--- config.mk ---
export PLATFORM = sky130hd
export DESIGN_NAME = fifo_if_buf
export DESIGN_NICKNAME = d
export VERILOG_FILES = /design/src/rtl/fifo_if_buf.sv
export SDC_FILE = /design/constraint.sdc
export NUM_CORES = 1
export LEC_CHECK = 0
export ABC_AREA = 1
export CAP_MARGIN = 40
export CORE_MARGIN = 10
export CORE_UTILIZATION = 45
export DETAILED_ROUTE_END_ITERATION = 10
export SLEW_MARGIN = 5
export SYNTH_ARGS = -nofsm -noshare
export SYNTH_HDL_FRONTEND = slang
export SYNTH_SLANG_ARGS = --single-unit
--- constraint.sdc ---
create_clock -name clk_i -period 2.7 [get_ports clk_i]
set_input_delay 0.27 -clock clk_i [delete_from_list [all_inputs] [get_ports clk_i]]
set_output_delay 0.27 -clock clk_i [all_outputs]
set_load 0.02 [all_outputs]
--- src/rtl/fifo_if_buf.sv ---
// MCU register interface bridging to USB_CDC byte streams through parametrised IN/OUT FIFOs.
// Define FIFO_IF_BUF_IRQ_EN to build the IRQ_EN/IRQ_FLAGS interrupt controller and irq_o.
module fifo_if_buf #(
    parameter int unsigned IN_DEPTH  = 16,
    parameter int unsigned OUT_DEPTH = 16
) (
    input  logic       clk_i,
    input  logic       rstn_i,
    input  logic       sel_i,
    input  logic       read_i,
    input  logic       write_i,
    input  logic [2:0] addr_i,
    input  logic [7:0] data_i,
    output logic [7:0] data_o,
    output logic       in_irq_o,
    output logic       out_irq_o,
    output logic       irq_o,
    output logic [7:0] in_data_o,
    output logic       in_valid_o,
    input  logic       in_ready_i,
    input  logic [7:0] out_data_i,
    input  logic       out_valid_i,
    output logic       out_ready_o
);

    localparam int unsigned InAw  = $clog2(IN_DEPTH);
    localparam int unsigned OutAw = $clog2(OUT_DEPTH);

    localparam logic [InAw:0]  InFull  = IN_DEPTH[InAw:0];
    localparam logic [OutAw:0] OutFull = OUT_DEPTH[OutAw:0];

    localparam logic [2:0] AddrStatus   = 3'd0;
    localparam logic [2:0] AddrInData   = 3'd1;
    localparam logic [2:0] AddrInLevel  = 3'd2;
    localparam logic [2:0] AddrOutData  = 3'd3;
    localparam logic [2:0] AddrOutLevel = 3'd4;
`ifdef FIFO_IF_BUF_IRQ_EN
    localparam logic [2:0] AddrIrqEn    = 3'd5;
    localparam logic [2:0] AddrIrqFlags = 3'd6;
`endif

    logic [7:0]       in_mem_q [IN_DEPTH];
    logic [InAw-1:0]  in_wr_ptr_q, in_wr_ptr_d;
    logic [InAw-1:0]  in_rd_ptr_q, in_rd_ptr_d;
    logic [InAw:0]    in_level_q, in_level_d;

    logic [7:0]       out_mem_q [OUT_DEPTH];
    logic [OutAw-1:0] out_wr_ptr_q, out_wr_ptr_d;
    logic [OutAw-1:0] out_rd_ptr_q, out_rd_ptr_d;
    logic [OutAw:0]   out_level_q, out_level_d;

    logic [7:0]       data_q, data_d;
    logic             in_irq_q, in_irq_d;
    logic             out_irq_q, out_irq_d;

    logic             mcu_rd, mcu_wr;
    logic             in_full, in_empty, out_full, out_empty;
    logic             in_push, in_pop, out_push, out_pop;
    logic [7:0]       out_head;

    assign mcu_rd    = sel_i & read_i;
    assign mcu_wr    = sel_i & write_i;

    assign in_empty  = (in_level_q == '0);
    assign in_full   = (in_level_q == InFull);
    assign out_empty = (out_level_q == '0);
    assign out_full  = (out_level_q == OutFull);

    // Fullness is the registered state, so a same-cycle consume never rescues a push.
    assign in_push   = mcu_wr && (addr_i == AddrInData) && !in_full;
    assign in_pop    = !in_empty && in_ready_i;
    assign out_push  = out_valid_i && !out_full;
    assign out_pop   = mcu_rd && (addr_i == AddrOutData) && !out_empty;

    assign out_head  = out_mem_q[out_rd_ptr_q];

    assign in_valid_o  = !in_empty;
    assign in_data_o   = in_empty ? 8'h00 : in_mem_q[in_rd_ptr_q];
    assign out_ready_o = !out_full;
    assign data_o      = data_q;
    assign in_irq_o    = in_irq_q;
    assign out_irq_o   = out_irq_q;

    always_comb begin
        in_wr_ptr_d  = in_wr_ptr_q;
        in_rd_ptr_d  = in_rd_ptr_q;
        in_level_d   = in_level_q;
        out_wr_ptr_d = out_wr_ptr_q;
        out_rd_ptr_d = out_rd_ptr_q;
        out_level_d  = out_level_q;

        if (in_push) in_wr_ptr_d = in_wr_ptr_q + 1'b1;
        if (in_pop)  in_rd_ptr_d = in_rd_ptr_q + 1'b1;
        if (in_push && !in_pop) begin
            in_level_d = in_level_q + 1'b1;
        end else if (!in_push && in_pop) begin
            in_level_d = in_level_q - 1'b1;
        end

        if (out_push) out_wr_ptr_d = out_wr_ptr_q + 1'b1;
        if (out_pop)  out_rd_ptr_d = out_rd_ptr_q + 1'b1;
        if (out_push && !out_pop) begin
            out_level_d = out_level_q + 1'b1;
        end else if (!out_push && out_pop) begin
            out_level_d = out_level_q - 1'b1;
        end

        in_irq_d  = in_pop;
        out_irq_d = out_push;
    end

`ifdef FIFO_IF_BUF_IRQ_EN
    logic [3:0] irq_en_q, irq_en_d;
    logic [3:0] irq_flags_q, irq_flags_d;
    logic [3:0] irq_set, irq_clr;
    logic       in_empty_ev, out_data_ev, in_ovf_ev, out_unf_ev;

    // A pop only empties the buffer when no push lands in the same cycle.
    assign in_empty_ev = in_pop && !in_push && (in_level_q == {{InAw{1'b0}}, 1'b1});
    assign out_data_ev = out_push;
    assign in_ovf_ev   = mcu_wr && (addr_i == AddrInData) && in_full;
    assign out_unf_ev  = mcu_rd && (addr_i == AddrOutData) && out_empty;

    always_comb begin
        irq_set     = {out_unf_ev, in_ovf_ev, out_data_ev, in_empty_ev};
        irq_clr     = (mcu_wr && (addr_i == AddrIrqFlags)) ? data_i[3:0] : 4'h0;
        irq_en_d    = (mcu_wr && (addr_i == AddrIrqEn)) ? data_i[3:0] : irq_en_q;
        irq_flags_d = (irq_flags_q & ~irq_clr) | irq_set;
    end

    always_ff @(posedge clk_i or negedge rstn_i) begin
        if (!rstn_i) begin
            irq_en_q    <= 4'h0;
            irq_flags_q <= 4'h0;
        end else begin
            irq_en_q    <= irq_en_d;
            irq_flags_q <= irq_flags_d;
        end
    end

    assign irq_o = |(irq_flags_q & irq_en_q);
`else
    assign irq_o = 1'b0;
`endif

    always_comb begin
        data_d = data_q;
        if (mcu_rd) begin
            case (addr_i)
                AddrStatus:   data_d = {4'b0000, out_full, out_empty, in_full, in_empty};
                AddrInLevel:  data_d = 8'(in_level_q);
                AddrOutData:  data_d = out_empty ? 8'h00 : out_head;
                AddrOutLevel: data_d = 8'(out_level_q);
`ifdef FIFO_IF_BUF_IRQ_EN
                AddrIrqEn:    data_d = {4'b0000, irq_en_q};
                AddrIrqFlags: data_d = {4'b0000, irq_flags_q};
`endif
                default:      data_d = 8'h00;
            endcase
        end
    end

    always_ff @(posedge clk_i or negedge rstn_i) begin
        if (!rstn_i) begin
            in_wr_ptr_q  <= '0;
            in_rd_ptr_q  <= '0;
            in_level_q   <= '0;
            out_wr_ptr_q <= '0;
            out_rd_ptr_q <= '0;
            out_level_q  <= '0;
            data_q       <= 8'h00;
            in_irq_q     <= 1'b0;
            out_irq_q    <= 1'b0;
        end else begin
            in_wr_ptr_q  <= in_wr_ptr_d;
            in_rd_ptr_q  <= in_rd_ptr_d;
            in_level_q   <= in_level_d;
            out_wr_ptr_q <= out_wr_ptr_d;
            out_rd_ptr_q <= out_rd_ptr_d;
            out_level_q  <= out_level_d;
            data_q       <= data_d;
            in_irq_q     <= in_irq_d;
            out_irq_q    <= out_irq_d;
        end
    end

    // Storage needs no reset: every read path is masked by the registered levels.
    always_ff @(posedge clk_i) begin
        if (in_push)  in_mem_q[in_wr_ptr_q]   <= data_i;
        if (out_push) out_mem_q[out_wr_ptr_q] <= out_data_i;
    end

endmodule

==> results.md, run 1 <==
* Multi-input gate area at 3390 um2
* FF/Latch Area at 8590 um2
* Core Box Area at 27,800 um2
* Vias at 8,076
* Yosys top cell area share at 0.608
* Max VDD drop at 610 uV
* Maximum clock rate at 0.389 GHz
* DIE WIDTH at 188 um
* Hold Crit Class: input pin to async pin
* Worst-path cell chain: inv_6, buf_12, o21bai_1, o211ai_1, nand3_1, a21oi_1, clkdlybuf4s15_1
* Drt wl/cell at 18.4 um
* Max H-tree Level at 1
* Post-Place Cell Area at 13,800 um2
* Setup TNS at 0 ns
* Ys Warns at 0
* Max-Cap Viols at 0
* Largest family of logic cells by synthesized area: simple AND/OR/NAND/NOR gates
* Slowest stage delay, CP at 0.47 ns
* CP Launch Type: register
* Netlist cell types at 35
* DIE AREA at 35,200 um2
* Worst hold margin at 0.114 ns
* Worst-path fanout max at 33
* CP max-delay cell: dfrtp_2
* Die height at 188 um
* Syn_nets at 1,142
* CTS sink cnt at 292
* Area share of and/or/nand/nor cells after synthesis at 0.140
* FILL cells at 2,465
* Fin crit share at 0.951
* Largest net degree at the start of global routing at 45
* Clk slew on worst S/H paths at 0.06 ns
* Static Leak at 5.67 nW
* Status: completed
* Max-slew violation count at 0
* Pwr Density at 1000 nW/um2
* Initial DRC Count at 570
* Synthesis-stage register bit count at 292
* Post-Route Skew at 0.0231 ns
* Cell taking the most area after synthesis: edfxtp_1
* Most frequent cells in the layout: edfxtp_1, nand2_1, nor2_1
* Slew margin rel. at 0.459
* Psw at 5.30 mW
* Clock power frac at 0.271
* Num ports at 47
* ANT cells at 0
* Vias per cell at 5.11
* Number of global-route vias before repair at 8,160
* Num CTS Buffers at 30
* WP data arrival at 2.30 ns
* First-pass GRT wire length at 46,100 um
* Post-synthesis compound-gate area fraction at 0.0942
* Final setup fails at 0
* Crit. End Element: output port
* Starting Density at 0.455
* Post-Synthesis Cells at 1,095
* Most common cell after layout, fill and taps aside: edfxtp_1
* Initial antenna violation count at 0
* IO buf count at 45
* GPL Wtd Cong at 0.841
* First-pass iteration count of the detailed router at 7
* Routed Antenna Nets at 0
* GRT overflow at 0
* Min Tclk post-route at 2.57 ns
* Post-synthesis xor/xnor area fraction at 0.0111
* GRT Util Overall at 0.164
* Delay-heaviest family, CP: buffers and inverters
* Rows at 61
* Mux cell area share after synthesis at 0
* Switching Share at 0.358
* P&R area growth vs syn at 16.6%
* Synth top area cells: edfxtp_1, dfrtp_1, nand2_1
* Clock Tree Root: clkbuf_16
* Share of power burned in registers at 0.381
* WP buf/inv at 3
* RSZ-0062 raised after global routing: true
* Adder-Cell Fraction of Synth Area at 0.0220
* Clock Path Buffers at 3
* Slew @ Worst Pin at 0.808 ns
* Share of cells above drive strength 1 at 0.106
* Hpwl dp at 18,700 um
* Internal power at 9.51 mW
* CTS tree: yes
* NumNets Final at 1,226
* Syn Area/Cell at 11.5 um2
* Worst-Skew Late Latency at 0.55 ns
* Register area share after synthesis at 0.679
* # DRC at 0
* CP Class: register to output port
* Combinational power share at 0.348
* Fin area at 14,700 um2
* Critical path required time at 2.43 ns
* DRT Wirelength at 29,100 um
* Mapped Area at 12,600 um2
* Fin. Hold Viols at 0
[path summary, 6_finish.rpt]
kind | from | to | slack, ns | cells past startpoint
worst max-delay path | in_rd_ptr_q[0] | in_data_o[5] | 0.13 | 7
worst min-delay path | rstn_i | in_irq_o | 0.11 | 2
worst max register to register | in_level_q[1] | in_level_q[4] | 0.27 | 13
worst min register to register | data_o[2] | data_o[2] | 0.48 | 2
max in group asynchronous | rstn_i | out_rd_ptr_q[0] | 2.16 | 3
min in group clk_i | out_valid_i | out_wr_ptr_q[0] | 0.33 | 3
[repair_timing]
item | CTS | global route
pin swaps | 0 | 2
resized for setup | 11 | 19
setup buffers | 0 | 0
setup endpoints to repair | 8 | 10
hold endpoints to repair | 36 | 0
hold buffers | 1 | 0
[synth_stat cells (all sizes together)]
master  instances
dfrtp          36
a21oi          13
buf            44
a22o            2
o21a           24
clkbuf          7
nand4           1
xor2           14
clkinv          4
conb            1
o211ai         28
nand2         217
ha             19
o221ai          8
o22ai           7
edfxtp        256
fa              2
o21ai          69
nor2          114
o21bai         32
nor4            3
nand3          91
inv            98
xnor2           2
a31oi           3
[power groups by stage]
stage	Sequential (mW)	Clock, mW	Combinational, mW
global route	5.70	4.29	5.75
floorplan	5.66	0	3.49
finish	5.65	4.01	5.16
detailed placement	5.72	0	5.26
CTS	5.63	4.08	5.20
global placement	5.71	0	5.20
[worst register-to-register path, stage by stage (launching register included)]
cell and delay [ns]:
dfrtp_1 0.44, nor4_4 0.34, nand2_1 0.11, nand2_1 0.12, inv_2 0.05, ha_1 0.22
fa_1 0.42, inv_1 0.07, nand2_1 0.04, a21oi_1 0.15, nor2_1 0.05, nand2_1 0.05
nand3_1 0.08, xor2_1 0.15
[cell type report]
type | instances | share of cell area
inverters | 102 | 0.0264
well taps | 378 | 0.0321
flip-flops and latches | 292 | 0.583
clock inverters | 15 | 0.00653
repair buffers | 103 | 0.0631
multi-input cells | 650 | 0.230
clock buffers | 41 | 0.0592
[registers in the layout (all words and copies together), names as in the netlist]
register	flops
data_o	8
out_irq_o	1
in_wr_ptr_q	4
out_level_q	5
in_level_q	5
out_wr_ptr_q	4
in_irq_o	1
out_rd_ptr_q	4
in_mem_q	128
out_mem_q	128
in_rd_ptr_q	4
[logic make-up (layout without fill, tap and decap cells)]
group | Yosys count | after routing
adders and majority gates | 21 | 21
other | 1 | 1
DFF | 292 | 292
buffers and inverters | 153 | 261
xor gates and xnor gates | 16 | 16
and+or+nand+nor | 426 | 426
AOI/OAI and AO/OA | 186 | 186
[layer usage]
| metal | GRT usage | wire, um |
|---|---|---|
| met1 | 0.200 | 12300 |
| met2 | 0.289 | 14700 |
| met3 | 0.0247 | 1080 |
| met4 | 0.0554 | 965 |
| met5 | 0 | 0 |
[per-stage QoR]
step / std cells / power [mW] / util / worst slack, ns
4_1_cts: 1581 / 14.9 / 0.530 / 0.0109
6_report: 1581 / 14.8 / 0.531 / 0.132
2_1_floorplan: 1095 / 9.15 / - / 0.348
3_5_place_dp: 1524 / 11.0 / 0.495 / 0.0595
5_1_grt: 1581 / 15.7 / 0.531 / -0.0184
3_3_place_gp: 1523 / 10.9 / 0.495 / 0.143
(Power assumes the default switching activity.)
==> run 2, diff against run 1 <==
--- a/config.mk
+++ b/config.mk
@@ -14,3 +14,4 @@
 export SYNTH_ARGS = -nofsm -noshare
 export SYNTH_HDL_FRONTEND = slang
 export SYNTH_SLANG_ARGS = --single-unit
+export TNS_END_PERCENT = 50
==> run 2 against run 1 <==
  * Clock skew about the same
  * Core utilization about the same
  * Setup slack about the same
  * Non-clock buffer count unchanged
  * Critical endpoint unchanged
==> results.md, run 2 (synthesis gave the netlist of run 1 again) <==
* Critical path required time at 2.43 ns (about the same)
* Worst R2R Path Depth at 13 (unchanged)
* Final setup fails at 0 (unchanged)
* GRT overflow at 0 (unchanged)
* CTS tree: yes
* Post-Route Skew at 0.0232 ns (+0.0000788 ns)
* Clk slew on worst S/H paths at 0.06 ns (about the same)
* CTS sink cnt at 292 (unchanged)
* CP Launch Type: register
* Vias at 8,080 (+0.050%)
* Initial DRC Count at 570 (unchanged)
* GRT Util Overall at 0.164 (unchanged)
* Number of global-route vias before repair at 8,160 (unchanged)
* Static Leak at 5.67 nW (about the same)
* Die height at 188 um (unchanged)
* Vias per cell at 5.11 (about the same)
* Slew @ Worst Pin at 0.808 ns (+0.000000834 ns)
* Min Tclk post-route at 2.57 ns (+0.0000100 ns)
* Hpwl dp at 18,700 um (unchanged)
* Worst-path fanout max at 33 (unchanged)
* Fin crit share at 0.951 (about the same)
* Worst slack at placement at 0.0595 ns (unchanged)
* Num CTS Buffers at 30 (unchanged)
* NumNets Final at 1,226 (unchanged)
* Rows at 61 (unchanged)
* IO buf count at 45 (unchanged)
* DIE AREA at 35,200 um2 (unchanged)
* WP data arrival at 2.30 ns (about the same)
* Starting Density at 0.455 (unchanged)
* Min setup slack post-route at 0.132 ns (-0.0000100 ns)
* Slew margin rel. at 0.459 (unchanged)
* GPL Wtd Cong at 0.841 (unchanged)
* Fin. Hold Viols at 0 (unchanged)
* Crit. End Element: output port
* CP Class: register to output port
* Clock Path Buffers at 3 (unchanged)
* Max-slew violation count at 0 (unchanged)
* Post-CTS Setup Bufs at 0 (unchanged)
* Routed Antenna Nets at 0 (unchanged)
* Core Box Area at 27,800 um2 (unchanged)
* Initial antenna violation count at 0 (unchanged)
* Most common cell after layout, fill and taps aside: edfxtp_1
* Pwr Density at 1000 nW/um2 (about the same)
* Share of cells above drive strength 1 at 0.106 (unchanged)
* P&R area growth vs syn at 16.6% (about the same)
* DRT Wirelength at 29,100 um (about the same)
* # DRC at 0 (unchanged)
* Maximum clock rate at 0.389 GHz (about the same)
* Hold Crit Class: input pin to async pin
* Largest net degree at the start of global routing at 45 (unchanged)
* Num ports at 47 (unchanged)
* First-pass GRT wire length at 46,100 um (unchanged)
* Max H-tree Level at 1 (unchanged)
* First-pass iteration count of the detailed router at 7 (unchanged)
* ANT cells at 0 (unchanged)
* Worst hold margin at 0.114 ns (-0.00000900 ns)
* Most frequent cells in the layout: edfxtp_1, nand2_1, nor2_1
* Drt wl/cell at 18.4 um (about the same)
* DIE WIDTH at 188 um (unchanged)
* RSZ-0062 raised after global routing: true
* Max-Cap Viols at 0 (unchanged)
* Status: completed
* Max VDD drop at 610 uV (about the same)
* Worst-Skew Late Latency at 0.55 ns (about the same)
* Clock Tree Root: clkbuf_16
## run 2: changes by cell type in the layout (fill, tap and decap cells not counted), sizes merged
cell and delta:
dlygate4sd2 +1, clkdlybuf4s15 -1
## run 2: worst paths after layout
path                                 from         endpoint  slack, ns
min reg2reg                     data_o[2]        data_o[2]       0.48
max                        in_rd_ptr_q[0]     in_data_o[5]       0.13
max in group asynchronous          rstn_i  out_rd_ptr_q[0]       2.16
min                                rstn_i         in_irq_o       0.11
max reg2reg                 in_level_q[1]    in_level_q[4]       0.27
min in group clk_i            out_valid_i  out_wr_ptr_q[0]       0.33
## run 2: per-layer routing
layer | up-vias | share of wire | track usage
met5 | - | 0 | 0
met3 | 52 | 0.037 | 0.0247
met1 | 3888 | 0.42 | 0.200
met4 | 0 | 0.033 | 0.0554
li1 | 3963 | - | -
met2 | 177 | 0.51 | 0.289
## run 2: final cells by class
| type | count | area (um2) |
|---|---|---|
| repair buffers | 103 | 930 |
| multi-input cells | 650 | 3390 |
| fillers | 2466 | 13000 |
| well taps | 378 | 473 |
| inverters | 102 | 389 |
| clock inverters | 15 | 96.3 |
| flip-flops and latches | 292 | 8590 |
| clock buffers | 41 | 873 |
## run 2: worst max-delay path: stages, from the launching register on
cell             delay (ns)
dfrtp_2                0.47
inv_6                  0.13
buf_12                 0.20
o21bai_1               0.08
o211ai_1               0.23
nand3_1                0.14
a21oi_1                0.17
clkdlybuf4s15_1        0.33
## run 2: power by group
part	internal (mW)	switching, mW
Clock	2.34	1.67
Sequential	5.34	0.311
Combinational	1.83	3.33
## run 2: what timing repair did
action                                  CTS  global route
pin swaps                                 0             2
hold buffers                              1             0
hold endpoints to repair                 36             0
resized for setup                        11            18
cloned                                    0             0
endpoints found under the setup margin    8            10
## run 2: through the flow
stage	utilization	power (mW)	cells	cell area (um2)	setup TNS (ns)
2_1_floorplan	-	9.15	1095	12600	0
3_3_place_gp	0.495	10.9	1523	13700	0
3_5_place_dp	0.495	11.0	1524	13800	0
4_1_cts	0.530	14.9	1581	14700	0
5_1_grt	0.531	15.7	1581	14700	-0.0184
6_report	0.531	14.8	1581	14700	0
==> run 3, diff against run 2 <==
--- a/config.mk
+++ b/config.mk
@@ -9,6 +9,7 @@
 export CAP_MARGIN = 40
 export CORE_MARGIN = 10
 export CORE_UTILIZATION = 45
+export CTS_BUF_LIST = sky130_fd_sc_hd__clkbuf_4
 export DETAILED_ROUTE_END_ITERATION = 10
 export SLEW_MARGIN = 5
 export SYNTH_ARGS = -nofsm -noshare
==> run 3 against run 2 <==
  * Worst hold slack worse by 0.013 ns
  * Setup slack worse by 0.043 ns
  * Critical endpoint is now in_data_o[4]
  * Largest cell class unchanged
  * Power rose by 0.82%
  * Flip-flop and latch count unchanged
  * Wire length grew 1.8%
  * Sequential share of layout area down 0.53 points
  * Final cell count increased by 5.6%
  * Highest routed layer unchanged
  * Non-clock buffer count grew 4
  * Die area did not move
==> results.md, run 3 (synthesis gave the netlist of run 1 again) <==
* CP Launch Type: register
* Number of global-route vias before repair at 8,569 (+5.0%)
* IO buf count at 45 (unchanged)
* Routed Antenna Nets at 0 (unchanged)
* Starting Density at 0.455 (unchanged)
* Rows at 61 (unchanged)
* WP buf/inv at 3 (unchanged)
* Worst-path cell chain: clkinv_4, bufbuf_16, o21bai_1, o211ai_1, nand3_1, a21oi_1, buf_4
* Worst-path fanout max at 16 (-52%)
* Vias at 8,440 (+4.5%)
* Post-layout power at 14.9 mW (+0.82%)
* Status: completed
* Initial DRC Count at 550 (-3.5%)
* Most common cell after layout, fill and taps aside: edfxtp_1
* Clock Tree Root: clkbuf_4
* Share of cells above drive strength 1 at 0.167 (+0.0611)
* DRT Wirelength at 29,600 um (+1.8%)
* GRT Util Overall at 0.168 (+0.00428)
* Max H-tree Level at 3 (+2)
* RR Endpoint: in_level_q[4]
* CTS sink cnt at 292 (unchanged)
* Worst hold margin at 0.101 ns (-0.0127 ns)
* Maximum clock rate at 0.383 GHz (-1.7%)
* Num CTS Buffers at 77 (+160%)
* Most frequent cells in the layout: edfxtp_1, nand2_1, clkbuf_4
* GPL Wtd Cong at 0.841 (unchanged)
* GRT overflow at 0 (unchanged)
* Die height at 188 um (unchanged)
* Clock Path Buffers at 3 (unchanged)
* Largest net degree at the start of global routing at 45 (unchanged)
* First-pass GRT wire length at 46,900 um (+1.7%)
* WP data arrival at 2.34 ns (+0.04 ns)
* FILL cells at 2,494 (+1.1%)
* DIE WIDTH at 188 um (unchanged)
* Max-Cap Viols at 0 (unchanged)
* Hpwl dp at 18,700 um (unchanged)
* Num ports at 47 (unchanged)
* Setup TNS at 0 ns (unchanged)
* Max-slew violation count at 0 (unchanged)
* Core Box Area at 27,800 um2 (unchanged)
* Post-Route Skew at 0.0497 ns (+0.0265 ns)
* NumNets Final at 1,277 (+4.2%)
* FF-to-FF Start: in_level_q[1]
* RSZ-0062 raised after global routing: true
* Initial antenna violation count at 1 (+1)
* Slew @ Worst Pin at 0.806 ns (-0.00184 ns)
* CP max-delay cell: dfrtp_2
* Worst-Skew Late Latency at 0.69 ns (+0.14 ns)
* Critical path required time at 2.43 ns (about the same)
* First-pass iteration count of the detailed router at 5 (-2)
* Min Tclk post-route at 2.61 ns (+0.0431 ns)
* CP Class: register to output port
* Pwr Density at 1000 nW/um2 (-0.11%)
* Hold Crit Class: input pin to async pin
* Vias per cell at 5.06 (-1.1%)
* Drt wl/cell at 17.7 um (-3.6%)
* Slowest stage delay, CP at 0.46 ns (about the same)
* CTS tree: yes
* Final setup fails at 0 (unchanged)
* Worst R2R Path Depth at 13 (unchanged)
* Fin. Hold Viols at 0 (unchanged)
* FF-to-FF setup slack at 0.27 ns (about the same)
* Delay-heaviest family, CP: buffers and inverters
* P&R area growth vs syn at 17.7%
* Max VDD drop at 451 uV (-26%)
* Fin crit share at 0.967 (+0.0160)
* Clk slew on worst S/H paths at 0.07 ns (about the same)
* Crit. End Element: output port
* DIE AREA at 35,200 um2 (unchanged)
* Slew margin rel. at 0.461 (+0.00123)
* # DRC at 0 (unchanged)
* Static Leak at 5.84 nW (+2.9%)
run 3: power breakdown:
part / total, mW / internal, mW / switching [mW]
clock network: 3.98 / 2.21 / 1.77
registers: 5.65 / 5.34 / 0.308
logic: 5.31 / 1.95 / 3.35
total: 14.9 / 9.50 / 5.43
run 3: repair_timing:
action / CTS / global route
buffers inserted: 0 / 2
cloned: 1 / 0
pin swaps: 0 / 3
hold buffers: 2 / 0
endpoints found under the setup margin: 8 / 10
hold endpoints to repair: 36 / 0
gates resized for setup: 32 / 23
run 3: worst max path at each step:
stage | start | slack [ns] | endpoint | cells past startpoint
3_5_place_dp | addr_i[0] | 0.06 | in_level_q[4] | 14
6_report | in_rd_ptr_q[0] | 0.09 | in_data_o[4] | 7
4_1_cts | in_rd_ptr_q[0] | -0.03 | in_data_o[0] | 7
2_1_floorplan | out_level_q[2] | 0.35 | out_level_q[4] | 14
5_1_grt | in_rd_ptr_q[0] | -0.06 | in_data_o[7] | 8
3_3_place_gp | addr_i[0] | 0.14 | in_level_q[4] | 14
run 3: final cells by class:
class,instances,area [um2],share of cell area
Clock buffer,120,901,0.0605
Clock inverter,19,131,0.00883
Inverter,102,389,0.0261
Tap cell,378,473,0.0318
Antenna cell,1,2.50,0.000168
Sequential cell,292,8590,0.577
Timing Repair Buffer,107,1000,0.0673
Multi-Input combinational cell,650,3390,0.228
run 3: metal layers:
layer | wire length, um | up-vias | track usage
li1 | - | 4137 | -
met1 | 12500 | 4025 | 0.198
met2 | 15100 | 222 | 0.291
met3 | 1190 | 56 | 0.0325
met4 | 822 | 0 | 0.0745
met5 | 0 | - | 0
run 3: per-stage QoR:
| step | worst slack [ns] | instances | instance area (um2) | util |
|---|---|---|---|---|
| after detailed placement | 0.0595 | 1524 | 13800 | 0.495 |
| after CTS | -0.0264 | 1666 | 14900 | 0.535 |
| final | 0.0889 | 1669 | 14900 | 0.536 |
| after floorplan | 0.348 | 1095 | 12600 | - |
| after global placement | 0.143 | 1523 | 13700 | 0.495 |
| after global routing | -0.0581 | 1669 | 14900 | 0.536 |
run 3: worst min-delay path: stages:
cell           delay [ns]
dlygate4sd3_1        0.52
buf_2                0.13
buf_12               0.21
